===== config.mk =====
export PLATFORM = sky130hd
export DESIGN_NAME = cacheline_adaptor
export DESIGN_NICKNAME = d
export VERILOG_FILES = /design/src/rtl/cacheline_adaptor.sv
export SDC_FILE = /design/constraint.sdc
export NUM_CORES = 1
export LEC_CHECK = 0
export ABC_AREA = 0
export CAP_MARGIN = 0
export CORE_AREA = 3 3 275 277
export DETAILED_ROUTE_END_ITERATION = 6
export DIE_AREA = 0 0 278 280
export PLACE_DENSITY = 0.66
export SLEW_MARGIN = 20
export SYNTH_ARGS = -nofsm -noshare
export SYNTH_HDL_FRONTEND = slang
export SYNTH_SLANG_ARGS = --single-unit

===== constraint.sdc =====
create_clock -name clk -period 2.8 [get_ports clk]
set_input_delay 0.28 -clock clk [delete_from_list [all_inputs] [get_ports clk]]
set_output_delay 0.28 -clock clk [all_outputs]
set_load 0.02 [all_outputs]

===== src/rtl/cacheline_adaptor.sv =====
// Cache-line to burst adaptor: turns one 256b line read/write into a single 4-beat
// memory burst, assembling read beats into line_o and serialising write lines onto burst_o.
module cacheline_adaptor #(
    parameter int unsigned LINE_BITS  = 256,
    parameter int unsigned BURST_BITS = 64,
    parameter int unsigned BURSTS     = LINE_BITS / BURST_BITS,
    parameter int unsigned ADDR_WIDTH = 32
) (
    input  logic                  clk,
    input  logic                  rst,
    input  logic [LINE_BITS-1:0]  line_i,
    output logic [LINE_BITS-1:0]  line_o,
    input  logic [ADDR_WIDTH-1:0] address_i,
    input  logic                  read_i,
    input  logic                  write_i,
    output logic                  resp_o,
    input  logic [BURST_BITS-1:0] burst_i,
    output logic [BURST_BITS-1:0] burst_o,
    output logic [ADDR_WIDTH-1:0] address_o,
    output logic                  read_o,
    output logic                  write_o,
    input  logic                  resp_i
);

    localparam int unsigned CntW = (BURSTS > 1) ? $clog2(BURSTS) : 1;
    localparam int unsigned OffW = $clog2(LINE_BITS / 8);
    localparam logic [CntW-1:0] LastBeat = CntW'(BURSTS - 1);

    typedef enum logic [1:0] {
        StIdle,
        StRd,
        StWr,
        StDone
    } state_e;

    state_e                  state_q, state_d;
    logic [CntW-1:0]         cnt_q, cnt_d;
    logic [LINE_BITS-1:0]    wline_q, wline_d;
    logic [LINE_BITS-1:0]    rline_q, rline_d;
    logic [BURST_BITS-1:0]   burst_q, burst_d;
    logic [ADDR_WIDTH-1:0]   addr_q, addr_d;
    logic                    read_q, read_d;
    logic                    write_q, write_d;
    logic                    resp_q, resp_d;
    logic [ADDR_WIDTH-1:0]   aligned_addr;

    assign aligned_addr = {address_i[ADDR_WIDTH-1:OffW], {OffW{1'b0}}};

    always_comb begin
        state_d = state_q;
        cnt_d   = cnt_q;
        wline_d = wline_q;
        rline_d = rline_q;
        burst_d = burst_q;
        addr_d  = addr_q;
        read_d  = read_q;
        write_d = write_q;
        resp_d  = 1'b0;

        unique case (state_q)
            StIdle: begin
                // Write wins when both requests are presented together.
                if (write_i) begin
                    wline_d = line_i;
                    addr_d  = aligned_addr;
                    cnt_d   = '0;
                    write_d = 1'b1;
                    burst_d = line_i[BURST_BITS-1:0];
                    state_d = StWr;
                end else if (read_i) begin
                    addr_d  = aligned_addr;
                    cnt_d   = '0;
                    read_d  = 1'b1;
                    state_d = StRd;
                end
            end
            StRd: begin
                if (resp_i) begin
                    rline_d[int'(cnt_q)*BURST_BITS +: BURST_BITS] = burst_i;
                    cnt_d = cnt_q + 1'b1;
                    if (cnt_q == LastBeat) begin
                        read_d  = 1'b0;
                        resp_d  = 1'b1;
                        state_d = StDone;
                    end
                end
            end
            StWr: begin
                // burst_o only advances once memory has taken the current beat.
                if (resp_i) begin
                    if (cnt_q == LastBeat) begin
                        write_d = 1'b0;
                        resp_d  = 1'b1;
                        state_d = StDone;
                    end else begin
                        cnt_d   = cnt_q + 1'b1;
                        burst_d = wline_q[(int'(cnt_q) + 1)*BURST_BITS +: BURST_BITS];
                    end
                end
            end
            StDone: begin
                state_d = StIdle;
            end
            default: begin
                state_d = StIdle;
            end
        endcase
    end

    always_ff @(posedge clk) begin
        if (rst) begin
            state_q <= StIdle;
            cnt_q   <= '0;
            wline_q <= '0;
            rline_q <= '0;
            burst_q <= '0;
            addr_q  <= '0;
            read_q  <= 1'b0;
            write_q <= 1'b0;
            resp_q  <= 1'b0;
        end else begin
            state_q <= state_d;
            cnt_q   <= cnt_d;
            wline_q <= wline_d;
            rline_q <= rline_d;
            burst_q <= burst_d;
            addr_q  <= addr_d;
            read_q  <= read_d;
            write_q <= write_d;
            resp_q  <= resp_d;
        end
    end

    assign line_o    = rline_q;
    assign burst_o   = burst_q;
    assign address_o = addr_q;
    assign read_o    = read_q;
    assign write_o   = write_q;
    assign resp_o    = resp_q;

endmodule

Word level (Yosys, flattened, before mapping)
Index checks and enable logic that the tools add are counted.

Eq/ne operators: 15. Reduce and logical (&&, ||, !) cells: 15. Mux-type cells: 26. Bitwise logic cells: 2. $add $sub $neg: 3. Shift operators: 3.

Operators by type and width (number): $bwmux W256 (1); $shift A64 B34 Y256 const A (1); $shiftx A256 B10 Y64 (1); $shiftx A64 B34 Y256 (1); $mux W64 (3); $pmux W64 S2 (1); $mux W32 (2); $neg A8 Y34 (1); $mux W2 (9); $ne A2 B2 Y1 const B (8); $pmux W2 S3 (2); $reduce_and A5 Y1 (2); $reduce_and A4 Y1 (2); $eq A2 B2 Y1 const B (3); $mux W1 (6); $reduce_and A2 Y1 (3); $reduce_bool A2 Y1 (3); $ne A2 B1 Y1 const B (2); $pmux W1 S2 (2); $add A2 B1 Y3 const B (1); $ne A3 B3 Y1 const B (1); $reduce_and A3 Y1 (1); $reduce_bool A3 Y1 (1); $reduce_or A3 Y1 (1); 5 further kinds (6).

Bits in registers: 615. Word-level logic and storage cells: 73. Output and inout bits: 355. Input port bits: 357.

Depth between registers and ports, before layout
Gate-level depths: netlist of the first run.

Word-level depth: 5. Mapped depth: 11. Depth with buffers taken out: 5.

Worst setup path after synthesis of the first run
No wires, ideal clock.

Kind: flip-flop to flip-flop. From: reg cnt_q[0]. To: reg rline_q[100] (netlist: line_o[100]). Cell stages (with the launch flop): 12. Clock period less this slack: 2878 ps. Path buffers: 6. Slack: -78 ps. Library setup time: 60 ps. Required time: 2740 ps. Data arrival time: 2818 ps. Cells stage by stage: dfxtp_1 > buf_2 > buf_2 > buf_2 > buf_2 > inv_1 > ha_1 > or3b_1 > buf_2 > nor4_4 > buf_6 > a22o_1.

Cells in the longest elaborated chain, start to end: 3. Elaborated cells on any way between the ends: 4. Classes of those cells: add/sub: 1; shift: 2; mux: 1.

RTL lines: from (decl) (line 37) `logic [CntW-1:0] cnt_q, cnt_d;`; from (signal assigned) (line 123) `cnt_q <= cnt_d;`; $neg A8 Y34 * (line 79) `rline_d[int'(cnt_q)*BURST_BITS +: BURST_BITS] = burst_i;`; $shiftx A64 B34 Y256 or $shift A64 B34 Y256 (tied branches) (line 79); $bwmux W256 * (line 79); to (signal assigned) (line 125) `rline_q <= rline_d;`; to (decl) (line 39) `logic [LINE_BITS-1:0] rline_q, rline_d;`.

Every way passes the cells marked *; elsewhere a longest branch is shown, timed or not. A chain may end at the register's enable or synchronous reset.

Final worst setup path of the first run
From: reg state_q[0]. To: reg burst_q[63] (netlist: burst_o[63]).

Cells in the longest elaborated chain, start to end: 3. Elaborated cells on any way between the ends: 8. Classes of those cells: eq/ne: 4; mux: 1; reduce/logical: 3.

RTL lines: from (decl) (line 36) `state_e state_q, state_d;`; from (signal assigned) (line 112) `state_q <= StIdle;`; from (signal assigned) (line 122) `state_q <= state_d;`; $eq A2 B2 Y1 or $logic_not A2 Y1 (tied branches) (line 60) `unique case (state_q)`; $ne A2 B2 Y1 (no source line) or $reduce_bool A2 Y1 (tied branches); $reduce_and A4 Y1 (no source line); to (signal assigned) (line 126) `burst_q <= burst_d;`; to (decl) (line 40) `logic [BURST_BITS-1:0] burst_q, burst_d;`.

Parallel ways exist; a longest one is shown, timed or not.

==> results of run 1 <==
-- kinds of logic (layout without fill, tap and decap cells) --
group / Yosys count / after routing / share of synthesized area, %
AO/OA/AOI/OAI: 686 / 686 / 22.19
flip-flops: 546 / 546 / 51.81
other: 1 / 13 / 0.01777
AND/OR/NAND/NOR: 858 / 858 / 17.29
buffers and inverters: 250 / 859 / 4.845
multiplexers: 66 / 66 / 3.137
adder cells (fa/ha/maj): 12 / 12 / 0.7116
-- power by group --
| group | switching, mW | total [mW] | leakage (nW) | internal, mW |
|---|---|---|---|---|
| combinational | 4.90 | 8.01 | 5.30 | 3.10 |
| sequential | 0.615 | 9.47 | 4.44 | 8.86 |
| clock | 3.19 | 7.54 | 0.909 | 4.35 |
-- path summary, 6_finish.rpt --
check	startpoint	to	cells past startpoint
worst max-delay path	state_q[0]	burst_o[63]	6
worst max register to register	state_q[0]	burst_o[63]	6
worst min-delay path	rst	wline_q[229]	2
worst min register to register	line_o[54]	line_o[54]	2
-- metal layers --
metal	global-route usage [%]	wire, um	share of wire [%]
met1	24.47	33160	40
met5	0	39	0.047
met4	7.297	2816	3.4
met3	6.091	7861	9.5
met2	33.93	39290	47
-- cell usage after synthesis (all sizes together) --
cell     number
o21a          1
a21bo         1
a32o         63
nor2          3
clkbuf      204
o31ai         1
nor4b         1
conb          1
nor2b         2
mux2i        65
mux2          1
o311ai        1
a31oi         2
nand3       131
dfxtp       546
inv           5
o21bai       64
o221ai       63
o2111ai       1
a311oi        2
nor3b         3
o41ai         1
nand4         1
a31o          2
a211o         1
a21boi        1
o21ai         2
and2          2
a41o          1
or3b          2
and3          4
buf          41
and4          1
a21oi       350
ha           12
nand2b        4
nand2       635
or3           1
nor3          2
nor4         66
a22o        128
o221a         1
-- area by class of cell --
| class | instances | area [um^2] |
|---|---|---|
| Multi-Input combinational cell | 1627 | 9264 |
| Inverter | 5 | 18.77 |
| Tap cell | 959 | 1200 |
| Clock inverter | 14 | 131.4 |
| Timing Repair Buffer | 753 | 7687 |
| Sequential cell | 546 | 10940 |
| Fill cell | 7225 | 42120 |
| Clock buffer | 87 | 1702 |
| Antenna cell | 8 | 20.02 |
-- registers in the layout, summed over array words and instances, names as in the netlist --
name,cells
resp_o,1
cnt_q,2
read_o,1
address_o,27
line_o,256
burst_o,64
wline_q,192
state_q,2
write_o,1
-- cells in the final DEF (no fill, tap or decap), drive strengths merged, types with 3 or more instances in the layout --
cell type	instances
and3	4
mux2i	65
inv	7
nand2	635
clkbuf	87
diode	8
nor2	3
clkdlybuf4s50	700
nand3	131
conb	5
a32o	63
nand2b	4
o221ai	63
dfxtp	546
buf	53
nor3b	3
a22o	128
o21bai	64
a21oi	350
clkinv	10
ha	12
nor4	66
-- through the flow --
step / setup WS [ns] / hold WS, ns
floorplan: 0.07003 / 0.4057
global placement: 0.5455 / 0.4376
detailed placement: 0.3838 / 0.4423
CTS: 0.3906 / 0.01646
global route: 0.2712 / 0.03884
finish: 0.3763 / 0.04372
==> results.yml, run 1 <==
cts:
  clk_pin_slew_ns: 0.06
  hold_buffers: 0
  clk-insertion-delay-late_ns: 0.60
  cts_htree_levels: 2
  cts_root_buf: "clkbuf_16"
  cts.sinks: 546
  ctsResizeCount: 0
  cts_buffers: 59
  post_cts_buffers: 0
  cts_tree: "yes"
  clock_path_buffers: 3
synth:
  synthCells: 2419
  syn_avg_cell_area_um2: 8.722
  synthTopCellsByArea: "dfxtp_1, nand2_1, a21oi_1, a22o_1, clkbuf_1"
  synth_top_cell_area_share_pct: 51.81
  synth_top_cell_by_area: "dfxtp_1"
  netlist_area_um2: 21100
  yosysWarnings: 0
  seq_area_frac_synth_pct: 51.81
  ys_types: 50
  synth_seq_cells: 546
run_status:
  outcome: "finished, final reports clean"
layout:
  utilization_pct: 42.36
  final_area_um2: 30960
  finalNonFillerCells: 3999
  finalNetCount: 3361
  syn_to_final_growth_pct: 46.74
  drive_gt1_share_pct: 5.442
power_and_ir_drop:
  vdd_drop_max_mv: 0.7957
  powerDensity_nw_per_um2: 808.0
  power_leakage_nw: 10.65
  total_power_mw: 25.02
sta:
  finalSetupViolations: 0
  post-route-period-util_pct: 86.56
  tightest_slew_ns: 1.072
  slew_headroom_pct: 28.57
  finClkSkew_ns: 0.01266
  tns_ns: 0
  slew_violations: 0
  fmax_ghz: 0.4126
  finalHoldViolCount: 0
  period_needed_ns: 2.424
  rsz0062_at_grt: "false"
die:
  ios: 712
  fp.dieArea_um2: 77840
  fp.coreArea_um2: 73080
  die_w_um: 278
  start_util_pct: 28.87
  die_y_um: 280
  rows: 99
critical_path:
  worstPathMaxFanout: 64
  rrSetupSlack_ns: 0.38
  cp-start-kind: "register"
  path_buf_inv: 2
  cp.arrival_ns: 2.91
  crit_chain: "inv_1 -> ha_1 -> and2_2 -> or3_2 -> buf_12 -> o41ai_1"
  slowest_stage: "or3_2"
  worst-endpoint-required_ns: 3.29
  crit_family: "simple AND/OR/NAND/NOR gates"
  cp-end-kind: "register"
  critical_path.max_stage_delay_ns: 0.51
  path_class: "reg -> reg"
grt:
  grt_pass1_vias: 19645
  grt_max_degree: 121
  overflow: 0
  grt_use_total_pct: 20.19
  antenna_found_initial: 13
  grt_pass1_wl_mm: 123.4
drt:
  vias: 20486
  wire_per_inst_um: 20.80
  totalWireLength_mm: 83.18
  ant_nets: 0
  via_per_inst: 5.123
  first_pass_iters: 5
  drcViolationCount: 0
  drt_iter0_drc: 1439
placement:
  hpwl_mm: 55.47
  place_inst: 3890
  place_area_um2: 29110
  place_congestion: 0.8246
  port_buffers: 701
min_path:
  hold_path.class: "in -> reg"
run:
  maxCapViolations: 0
Power figures use the tool's default switching activity.
==> run 2: changes to the inputs <==
--- a/config.mk
+++ b/config.mk
@@ -7,11 +7,12 @@
 export LEC_CHECK = 0
 export ABC_AREA = 0
 export CAP_MARGIN = 0
-export CORE_AREA = 3 3 275 277
+export CELL_PAD_IN_SITES_DETAIL_PLACEMENT = 0
+export CELL_PAD_IN_SITES_GLOBAL_PLACEMENT = 2
+export CORE_MARGIN = 3
+export CORE_UTILIZATION = 26
 export DETAILED_ROUTE_END_ITERATION = 6
-export DIE_AREA = 0 0 278 280
-export PLACE_DENSITY = 0.66
-export SLEW_MARGIN = 20
+export PLACE_DENSITY = 0.89
 export SYNTH_ARGS = -nofsm -noshare
 export SYNTH_HDL_FRONTEND = slang
 export SYNTH_SLANG_ARGS = --single-unit
==> constraint.sdc (replaced) <==
create_clock -name clk -period 2.3 [get_ports clk]
set_input_delay 0.23 -clock clk [delete_from_list [all_inputs] [get_ports clk]]
set_output_delay 0.23 -clock clk [all_outputs]
set_load 0.02 [all_outputs]
==> run 2 against run 1 <==
Net effect:
- critical endpoint is now burst_o[17]
- global-route usage shrank 0.73 points
- final area is 2.5% higher
- critical path depth unchanged
- fmax grew 11%
- via count down 1.5%
- non-clock buffer count increased by 22
- register-to-register slack worse by 0.25 ns
- count of clock-buffer cells in the layout grew 3
- flip-flop and latch count did not move
- hold slack better by 0.093 ns
- total power up 27%
- largest cell class unchanged
==> results.yml, run 2 (synthesis gave the netlist of run 1 again) <==
layout:
  ff_latch_area_um2: 10940
  layout_commonest_cell: "clkdlybuf4s50_1"
  final_area_um2: 31740
  largest_reg_flops: 256
  syn_to_final_growth_pct: 50.44
  fill_cells: 8106
  layout_common_cells: "clkdlybuf4s50_1, nand2_1, dfxtp_1, a21oi_1, nand3_1"
  drive_gt1_share_pct: 6.438
  finalNetCount: 3385
  multi_input_comb_area_um2: 9280
sta:
  rsz0062_at_grt: "false"
  finClkSkew_ns: 0.03344
  slew_headroom_pct: 40.46
  period_needed_ns: 2.175
  tightest_slew_ns: 0.8932
  slew_violations: 0
  post-route-period-util_pct: 94.56
  finalHoldViolCount: 0
  fmax_ghz: 0.4598
  finalSetupViolations: 0
cts:
  cts_buffers: 61
  clk_pin_slew_ns: 0.06
  cts_htree_levels: 2
  cts_root_buf: "clkbuf_16"
  cts_tree: "yes"
  cts.sinks: 546
  clock_path_buffers: 3
  clk-insertion-delay-late_ns: 0.64
critical_path:
  r2r-start: "state_q[0]"
  worstPathMaxFanout: 64
  path_class: "reg -> reg"
  rrSetupSlack_ns: 0.13
  crit_chain: "inv_1 -> ha_1 -> and2_2 -> buf_4 -> nor4_1 -> a32o_1"
  cp-end-kind: "register"
  slowest_stage: "buf_4"
  cp-start-kind: "register"
  critical_path.max_stage_delay_ns: 0.64
  cp.arrival_ns: 2.70
  r2r_end: "burst_o[17]"
  worst-endpoint-required_ns: 2.83
  crit_family: "buffers and inverters"
  path_buf_inv: 2
  reg2reg_depth: 6
die:
  fp.dieArea_um2: 84610
  start_util_pct: 26.49
  rows: 103
  die_w_um: 290.9
  fp.coreArea_um2: 79640
  die_y_um: 290.9
  ios: 712
drt:
  totalWireLength_mm: 86.66
  drcViolationCount: 0
  drt_iter0_drc: 1229
  via_per_inst: 4.890
  vias: 20172
  ant_nets: 0
  first_pass_iters: 5
  wire_per_inst_um: 21.01
run_status:
  outcome: "finished, final reports clean"
min_path:
  hold_path.class: "in -> reg"
  min_path_cells: 3
  hold_start: "line_i[205]"
  holdPathEnd: "wline_q[205]"
placement:
  place_area_um2: 29610
  port_buffers: 701
  place_congestion: 0.8134
  hpwl_mm: 60.56
grt:
  grt_max_degree: 130
  antenna_found_initial: 19
  overflow: 0
  grt_use_total_pct: 19.45
  grt_pass1_wl_mm: 128.3
  grt_pass1_vias: 19356
power_and_ir_drop:
  power_leakage_nw: 10.94
  powerDensity_nw_per_um2: 1002
  vdd_drop_max_mv: 0.7292
  total_power_mw: 31.81
run:
  maxCapViolations: 0
## run 2: metrics by stage
stage	hold slack (ns)	instances	setup WS (ns)	utilization (%)	TNS (ns)
6_report	0.1364	4125	0.1252	39.85	0
5_1_grt	0.1034	4123	0.009581	39.85	0
4_1_cts	0.08853	4110	0.05718	39.80	0
3_5_place_dp	0.4421	4002	0.05998	37.17	0
3_3_place_gp	0.4372	4002	0.07934	37.17	0
2_1_floorplan	0.3557	2423	-0.02751	-	-1.651
## run 2: cell type report
cell class | count | area share (%)
Tap cell | 1050 | 4.139
Inverter | 5 | 0.06701
Timing Repair Buffer | 775 | 25.42
Clock buffer | 90 | 5.660
Antenna cell | 15 | 0.1183
Multi-Input combinational cell | 1627 | 29.24
Sequential cell | 546 | 34.46
Clock inverter | 17 | 0.8987
## run 2: power breakdown
group          internal, mW  switching [mW]
registers              10.8           0.759
logic                  4.02            6.15
clock network          5.96            4.13
## run 2: timing repair
action	CTS	global route
setup endpoints to repair	0	48
hold buffers	1	0
setup buffers	0	0
resized for setup	0	2
endpoints found under the hold margin	13	0
## run 2: worst max path at each step
stage | from | to | depth (start not counted)
6_report | state_q[0] | burst_o[17] | 6
4_1_cts | state_q[1] | burst_o[54] | 6
3_5_place_dp | resp_i | line_o[107] | 6
5_1_grt | state_q[1] | line_o[123] | 6
2_1_floorplan | cnt_q[0] | line_o[132] | 11
3_3_place_gp | resp_i | line_o[124] | 6
## run 2: layer usage
| layer | part of all wire (%) | vias up | global-route usage, % |
|---|---|---|---|
| met5 | 0.023 | - | 0 |
| met1 | 43 | 9572 | 25.09 |
| met4 | 3.1 | 4 | 7.498 |
| met2 | 47 | 691 | 31.33 |
| li1 | - | 9778 | - |
| met3 | 7.0 | 127 | 4.768 |
## run 2: worst reg2reg max path, stage by stage, from the launching register on
cell and delay [ns]:
dfxtp_1 0.34, inv_1 0.18, ha_1 0.19, and2_2 0.16
buf_4 0.64, nor4_1 0.30, a32o_1 0.26
